<file path="src/rtl/usbh_pad_arbiter_pkg.sv">
// Shared types and widths for the two-port USB host pad arbiter.
// The round-robin pick helper is used by the top-level grant logic.
package usbh_pad_arbiter_pkg;

  localparam int REPORT_W = 64;
  localparam int BTN_W    = 12;

  typedef enum logic [1:0] {
    ST_IDLE    = 2'd0,
    ST_ISSUE   = 2'd1,
    ST_CAPTURE = 2'd2
  } state_t;

  // rr names the preferred port; the other port wins only when rr's buffer is empty
  function automatic logic rr_pick(input logic [1:0] pend, input logic rr);
    return pend[rr] ? rr : ~rr;
  endfunction

endpackage

</file>
<file path="src/rtl/usbh_pad_arbiter_port.sv">
// Per-port holding buffer, pending flag, overrun pulse and inactivity timer.
// o_timeout is a combinational pulse the top uses to clear this port's buttons.
module usbh_pad_arbiter_port
  import usbh_pad_arbiter_pkg::*;
#(
  parameter logic [23:0] TIMEOUT_CYCLES = 24'd1_000_000
) (
  input  logic                i_clk,
  input  logic                i_rst_n,
  input  logic [REPORT_W-1:0] i_report,
  input  logic                i_report_valid,
  input  logic                i_consume,
  output logic [REPORT_W-1:0] o_report,
  output logic                o_pend,
  output logic                o_overrun,
  output logic                o_active,
  output logic                o_timeout
);

  localparam int CNT_W = $clog2(TIMEOUT_CYCLES);
  localparam logic [CNT_W-1:0] CNT_MAX  = CNT_W'(TIMEOUT_CYCLES - 24'd1);
  localparam logic [CNT_W-1:0] CNT_FIRE = CNT_W'(TIMEOUT_CYCLES - 24'd2);

  logic [CNT_W-1:0] cnt;

  // Fires on the edge where the counter reaches its saturation value
  assign o_timeout = !i_report_valid && (cnt == CNT_FIRE);

  always_ff @(posedge i_clk or negedge i_rst_n) begin
    if (!i_rst_n) begin
      o_report  <= '0;
      o_pend    <= 1'b0;
      o_overrun <= 1'b0;
      o_active  <= 1'b0;
      cnt       <= '0;
    end else begin
      // A strobe racing the consume refills the buffer without counting as lost
      o_overrun <= i_report_valid && o_pend && !i_consume;
      if (i_report_valid) begin
        o_report <= i_report;
        o_pend   <= 1'b1;
      end else if (i_consume) begin
        o_pend <= 1'b0;
      end
      if (i_report_valid) begin
        cnt      <= '0;
        o_active <= 1'b1;
      end else begin
        if (cnt != CNT_MAX) cnt <= cnt + CNT_W'(1);
        if (o_timeout) o_active <= 1'b0;
      end
    end
  end

endmodule

</file>
<file path="src/rtl/usbh_pad_arbiter.sv">
// Round-robin sharing of one external keypad report decoder between two host ports.
// Each decode runs IDLE (grant) -> ISSUE (decoder load) -> CAPTURE (button write-back).
module usbh_pad_arbiter
  import usbh_pad_arbiter_pkg::*;
#(
  parameter logic [23:0] TIMEOUT_CYCLES = 24'd1_000_000
) (
  input  logic                i_clk,
  input  logic                i_rst_n,
  input  logic [REPORT_W-1:0] i_report0,
  input  logic                i_report0_valid,
  input  logic [REPORT_W-1:0] i_report1,
  input  logic                i_report1_valid,
  output logic [REPORT_W-1:0] o_dec_report,
  output logic                o_dec_report_valid,
  input  logic [BTN_W-1:0]    i_dec_btn,
  output logic [BTN_W-1:0]    o_btn0,
  output logic [BTN_W-1:0]    o_btn1,
  output logic [1:0]          o_active,
  output logic [1:0]          o_overrun,
  output state_t              o_dbg_state
);

  state_t              state;
  logic                rr;
  logic                gnt;
  logic [1:0]          pend;
  logic [1:0]          consume;
  logic [1:0]          timeout;
  logic [REPORT_W-1:0] held0;
  logic [REPORT_W-1:0] held1;
  logic                sel;

  assign sel         = rr_pick(pend, rr);
  assign consume     = ((state == ST_IDLE) && (|pend)) ? (sel ? 2'b10 : 2'b01) : 2'b00;
  assign o_dbg_state = state;

  usbh_pad_arbiter_port #(.TIMEOUT_CYCLES(TIMEOUT_CYCLES)) u_port0 (
    .i_clk          (i_clk),
    .i_rst_n        (i_rst_n),
    .i_report       (i_report0),
    .i_report_valid (i_report0_valid),
    .i_consume      (consume[0]),
    .o_report       (held0),
    .o_pend         (pend[0]),
    .o_overrun      (o_overrun[0]),
    .o_active       (o_active[0]),
    .o_timeout      (timeout[0])
  );

  usbh_pad_arbiter_port #(.TIMEOUT_CYCLES(TIMEOUT_CYCLES)) u_port1 (
    .i_clk          (i_clk),
    .i_rst_n        (i_rst_n),
    .i_report       (i_report1),
    .i_report_valid (i_report1_valid),
    .i_consume      (consume[1]),
    .o_report       (held1),
    .o_pend         (pend[1]),
    .o_overrun      (o_overrun[1]),
    .o_active       (o_active[1]),
    .o_timeout      (timeout[1])
  );

  always_ff @(posedge i_clk or negedge i_rst_n) begin
    if (!i_rst_n) begin
      state              <= ST_IDLE;
      rr                 <= 1'b0;
      gnt                <= 1'b0;
      o_dec_report       <= '0;
      o_dec_report_valid <= 1'b0;
      o_btn0             <= '0;
      o_btn1             <= '0;
    end else begin
      if (timeout[0]) o_btn0 <= '0;
      if (timeout[1]) o_btn1 <= '0;
      case (state)
        ST_IDLE: begin
          if (|pend) begin
            o_dec_report       <= sel ? held1 : held0;
            o_dec_report_valid <= 1'b1;
            gnt                <= sel;
            rr                 <= ~sel;
            state              <= ST_ISSUE;
          end
        end
        ST_ISSUE: begin
          o_dec_report_valid <= 1'b0;
          state              <= ST_CAPTURE;
        end
        ST_CAPTURE: begin
          // Assigned after the timeout clear so a coincident capture wins
          if (gnt) o_btn1 <= i_dec_btn;
          else     o_btn0 <= i_dec_btn;
          state <= ST_IDLE;
        end
        default: state <= ST_IDLE;
      endcase
    end
  end

endmodule

</file>
<file path="config.mk">
export PLATFORM = sky130hd
export DESIGN_NAME = usbh_pad_arbiter
export DESIGN_NICKNAME = d
export VERILOG_FILES = /design/src/rtl/usbh_pad_arbiter_pkg.sv /design/src/rtl/usbh_pad_arbiter_port.sv /design/src/rtl/usbh_pad_arbiter.sv
export SDC_FILE = /design/constraint.sdc
export NUM_CORES = 1
export LEC_CHECK = 0
export BUFFER_PORTS_ARGS = -buffer_cell sky130_fd_sc_hd__buf_4
export CORE_ASPECT_RATIO = 0.7
export CORE_MARGIN = 2
export CORE_UTILIZATION = 50
export CTS_BUF_LIST = sky130_fd_sc_hd__clkbuf_8
export DETAILED_ROUTE_END_ITERATION = 7
export PLACE_DENSITY = 0.74
export SYNTH_ARGS = -nofsm -noshare
export SYNTH_HDL_FRONTEND = slang
export SYNTH_SLANG_ARGS = --single-unit
</file>
<file path="constraint.sdc">
create_clock -name i_clk -period 4.9 [get_ports i_clk]
set_input_delay 0.735 -clock i_clk [delete_from_list [all_inputs] [get_ports i_clk]]
set_output_delay 0.735 -clock i_clk [all_outputs]
set_load 0.005 [all_outputs]
</file>
=== Yosys cells after proc, flatten, opt, wreduce, memory -nomap -nowiden ===
Cells that the tools add are included.
W data, S select, Z words.

* Memories: 0
* Register bits: 267
* Logic and storage cells: 79
* Bits in read-only memories: 0
* Bits in latches: 0
* Output and inout port bits: 95
* Bits in writable memories: 0
* Input port bits: 144

* Bitwise operators: 2
* Shift-type cells: 0
* $mul: 0
* Reduce and logical (&&, ||, !) cells: 22
* Equality and inequality tests: 7
* Order comparisons: 1
* Multiplexer cells: 28
* $add $sub $neg: 2
* Divide/modulo/power cells: 0

{| class="wikitable"
|+ Operators by type and width
! operator !! count
|-
| $mux W20 || 4
|-
| $mux W12 || 6
|-
| $mux W64 || 1
|-
| $add A20 B1 Y20 const B || 2
|-
| $eq A20 B20 Y1 const B || 2
|-
| $ne A20 B20 Y1 const B || 2
|-
| $reduce_bool A2 Y1 || 7
|-
| $mux W1 || 12
|-
| $logic_and A1 B1 Y1 || 7
|-
| $mux W2 || 3
|-
| $logic_not A1 Y1 || 4
|-
| $pmux W2 S2 || 1
|-
| $reduce_and A2 Y1 || 2
|-
| $eq A2 B1 Y1 const B || 1
|-
| $eq A2 B2 Y1 const B || 1
|-
| $logic_not A2 Y1 || 1
|-
| $lt A1 B2 Y1 const B || 1
|-
| $ne A2 B1 Y1 const B || 1
|-
| $not A1 Y1 || 2
|-
| $pmux W1 S2 || 1
|-
| $reduce_or A2 Y1 || 1
|}

=== Logic depth before layout (Yosys ltp) ===
* Word-level depth: 7
* Depth in mapped cells: 7
* Depth with buffers taken out: 6

=== Hierarchy ===
From an unflattened synthesis, not the netlist that was laid out.

* Cells, all modules: 1007
* Area, all modules: 11638.7 um^2

{| class="wikitable"
|+ Modules (own cells, without submodules)
! module !! instances !! seq. area each (um^2) !! cells an instance !! area each (um^2)
|-
| usbh_pad_arbiter_port || 2 || 2177.1 || 267 || 3653.5
|-
| usbh_pad_arbiter || 1 || 2327.2 || 473 || 4331.7
|}

=== Least setup slack after synthesis ===
No wires, ideal clock.

* Kind: input to register
* Start: input i_report0_valid
* End: register u_port0.cnt[10]
* Setup slack: 2.951 ns
* Setup time: 0.132 ns
* Arrival: 1.817 ns
* Cell stages on the path: 5
* Data required time: 4.768 ns
* Buffers on the path: 4
* Path through: clkbuf_1 > buf_2 > buf_1 > buf_1 > nor2_1

* Longest elaborated chain between the ends: 1
* Elaborated cells between the ends (all ways): 2

{| class="wikitable"
|+ RTL lines
! what !! RTL line !! source
|-
| start, declared || usbh_pad_arbiter.sv:11 || <nowiki>input logic i_report0_valid,</nowiki>
|-
| $mux W20 or $reduce_bool A2 Y1 (tied branches) || n/a ||
|-
| end signal, assigned || usbh_pad_arbiter_port.sv:49 || <nowiki>if (cnt != CNT_MAX) cnt <= cnt + CNT_W'(1);</nowiki>
|-
| end, declared || usbh_pad_arbiter_port.sv:24 || <nowiki>logic [CNT_W-1:0] cnt;</nowiki>
|}

Several ways; a longest one is shown, not always the timed one.
A chain may end at the register's enable or synchronous reset.

=== Final worst setup path ===
* Start: register state[1], in the netlist o_dbg_state[1]
* End: register o_dec_report[10]

* Longest elaborated chain between the ends: 2

{| class="wikitable"
|+ RTL lines
! what !! RTL line !! source
|-
| start, declared || usbh_pad_arbiter.sv:24 || <nowiki>state_t state;</nowiki>
|-
| start signal, assigned || usbh_pad_arbiter.sv:66 || <nowiki>state <= ST_IDLE;</nowiki>
|-
| start signal, assigned || usbh_pad_arbiter.sv:83 || <nowiki>state <= ST_ISSUE;</nowiki>
|-
| start signal, assigned || usbh_pad_arbiter.sv:88 || <nowiki>state <= ST_CAPTURE;</nowiki>
|-
| $logic_not A2 Y1 || usbh_pad_arbiter.sv:76 || <nowiki>case (state)</nowiki>
|-
| $reduce_and A2 Y1 (no source line) || n/a ||
|-
| end signal, assigned || usbh_pad_arbiter.sv:79 || <nowiki>o_dec_report <= sel ? held1 : held0;</nowiki>
|-
| end, declared || usbh_pad_arbiter.sv:14 || <nowiki>output logic [REPORT_W-1:0] o_dec_report,</nowiki>
|}

No other way between the ends.

==> impl_metrics.yaml <==
status:
  outcome: "completed"
synthesis:
  synth_mux_area_share_pct: 13.41
  synthArstFlopShare_pct: 100.0
  synth_enable_flop_cells: 0
  yosys.area.top_type: "dfrtp_1"
  syn_nets: 1077
  synth_cells: 929
  synth_simple_gate_area_share_pct: 13.24
  synth_seq_cells: 267
  ys.flop_type: "dfrtp_1"
  ys_seq_area_share_pct: 61.30
  synth.distinct_cells: 47
  synth_area_leaders: "dfrtp_1 61%, mux2_2 13%, nand2_1 5.0%"
  yosysTopAreaCellShare_pct: 61.30
  yosysWarnings: 0
  synth_area_per_cell_sq_um: 11.73
  syn_area_sq_um: 10900
  synthXorXnorAreaFrac_pct: 2.491
  synth_fa_ha_area_share_pct: 0.4592
  synth_compound_area_share_pct: 6.566
  synth_top_family_by_area: "multiplexers"
worst_setup_path:
  worstPathArrival_ns: 2.71
  r2r_end: "o_dec_report[10]"
  regToRegStartpoint: "o_dbg_state[1]"
  critPathMostFrequentCell: "buf_4"
  crit_required_ns: 5.35
  cp-endpoint: "o_dec_report[10]"
  setup.worst_path.start_class: "register"
  reg2reg_depth: 5
  critPathMaxFanout: 69
  crit_path_end_kind: "register"
  rrSetupSlack_ns: 2.64
  crit_start: "o_dbg_state[1]"
  crit_path_cell_trace: "nor3_2, buf_4, buf_4, nor2_1, a31oi_1"
  cpPeakStageDelay_ns: 0.65
  worstSetupPathType: "register to register"
  crit_slowest_cell: "buf_4"
global_routing:
  antenna_found_initial: 0
  grt_pass1_wl_mm: 42.09
  globalRoute.totalOverflow: 0
  grt_pass1_vias: 8011
  grt_max_degree: 129
  globalRouteMet1Util_pct: 31.74
  use_met3_pct: 9.036
  grt_usage_pct: 22.71
  grt_use_met2_pct: 33.21
  grt-busiest-layer: "met2"
sta:
  hold_viol_final: 0
  layout_min_cycle_time_ns: 2.258
  maxSlewViolCount: 0
  hold_ws_ns: 0.3039
  rsz0062_at_grt: "no"
  max_slew_margin_pct: 36.82
  max_freq_ghz: 0.4429
  fin_tns_setup_ns: 0
  setup_slack_ns: 2.642
  finalClockSkew_ns: 0.02133
  setup_viol: 0
  tightestPinTransition_ns: 0.9477
  fin_crit_sh_pct: 46.08
placement:
  io_buffers: 238
  dp_hpwl_mm: 16.63
  dp_slack_ns: 2.418
  placed_area_sq_um: 12920
  dp_cells: 1404
  gp_congestion: 0.7681
floorplan:
  die_area_sq_um: 23010
  start_util_pct: 50.67
  die_width_microns: 180.5
  coreArea_sq_um: 21510
  io_pins: 239
  die_y_microns: 127.5
  rows: 45
routing:
  drc_errors: 0
  vias_per_cell: 5.257
  routedWlPerCell_microns: 17.31
  num_vias: 7785
  drt-total-wl_mm: 25.63
  drt_iter0_drc: 379
  postRouteAntennaNets: 0
  first_pass_iters: 5
clock_network:
  cts.repair.resized: 0
  cts_max_level: 2
  clock-sinks: 267
  cts_buffers: 42
  cts_hold_buf: 0
  cts_root_buf: "clkbuf_8"
  cts_setup_buffers: 0
  cts.clk_slew.worst_paths_ns: 0.06
  clock_path_buffers: 3
  cts_tree: "done"
  clk_latency_ns: 0.55
cells_and_area:
  area_growth_pct: 25.91
  nFillCells: 1736
  fin_area_sq_um: 13720
  antennaDiodeCount: 0
  fin_nets: 1314
  final_common_cell: "dfrtp_1"
  final_cell_mix: "267 x dfrtp_1, 247 x buf_4, 145 x nand2_1, 128 x mux2_2, 118 x nor2_1"
  drive_gt1_share_pct: 37.11
  stdcell_count: 1481
power:
  leakagePower_nw: 6.410
  peakVddDrop_v: 0.0004347
  powerDensity_nw_per_um2: 529.0
min_path:
  hold_class: "input port to asynchronous set/reset pin"
flow_run:
  maxCapViolations: 0
-- Yosys cell counts, drive strengths merged, types with 7 or more instances --
cell and count:
xnor2 8, nand3 12, a22o 24, nor2 118, inv 9, dfrtp 267, a31oi 66, buf 24
and3 7, clkbuf 32, nand2 145, xor2 23, nand4 12, mux2 128
-- routing by layer --
layer / up-vias / routed length (microns)
met5: - / 0
met4: 0 / 440
met3: 39 / 2532
met2: 239 / 10960
met1: 3829 / 11700
li1: 3678 / -
-- per-stage QoR --
step	util, %	total power [mW]
2_1_floorplan	-	4.361
3_3_place_gp	60.05	5.468
3_5_place_dp	60.05	5.531
4_1_cts	63.80	7.348
5_1_grt	63.80	7.759
6_report	63.80	7.260
-- logic make-up (layout without fill, tap and decap cells) --
| kind of cell | Yosys count | count (layout) |
|---|---|---|
| AOI/OAI and AO/OA | 106 | 106 |
| xor gates and xnor gates | 31 | 31 |
| adders and majority gates | 4 | 4 |
| buffers and inverters | 65 | 335 |
| DFF | 267 | 267 |
| muxes | 130 | 130 |
| and+or+nand+nor | 326 | 326 |
-- worst min path at each step --
stage,to,from,cells past startpoint
after global routing,o_dec_report[47],i_rst_n,1
after global placement,u_port1.o_active,u_port1.o_active,2
after detailed placement,o_btn1[11],o_btn1[11],1
final,o_dec_report[47],i_rst_n,1
after floorplan,gnt,i_rst_n,0
after CTS,o_dec_report[47],i_rst_n,1
-- cell type report --
cell class	instances	area [sq um]	area share [%]
clock buffer	51	701.9	5.115
clock inverter	26	105.1	0.7659
inverter	9	33.78	0.2462
multi-input combinational	597	3959	28.85
sequential	267	6681	48.69
tap	282	352.8	2.571
timing repair buffer	249	1889	13.77
-- critical path, delay by kind of cell (launching register included) --
family,cells,cell delay (ns)
buffers and inverters,2,1.23
flip-flops,1,0.44
AND/OR/NAND/NOR,2,0.28
AO/OA/AOI/OAI,1,0.16
-- sequential cells by signal, summed over array words and instances (netlist names), 2 cells and up --
signal            count
o_btn0               12
o_btn1               12
u_port1.cnt          20
u_port0.o_report     64
u_port0.cnt          20
o_dec_report         64
o_dbg_state           2
u_port1.o_report     64
-- report_power, final --
| part | switching (mW) | internal, mW |
|---|---|---|
| Sequential | 0.318 | 2.74 |
| Clock | 0.862 | 0.941 |
| Combinational | 1.29 | 1.11 |
| Total | 2.47 | 4.79 |
Power figures use the tool's default switching activity.
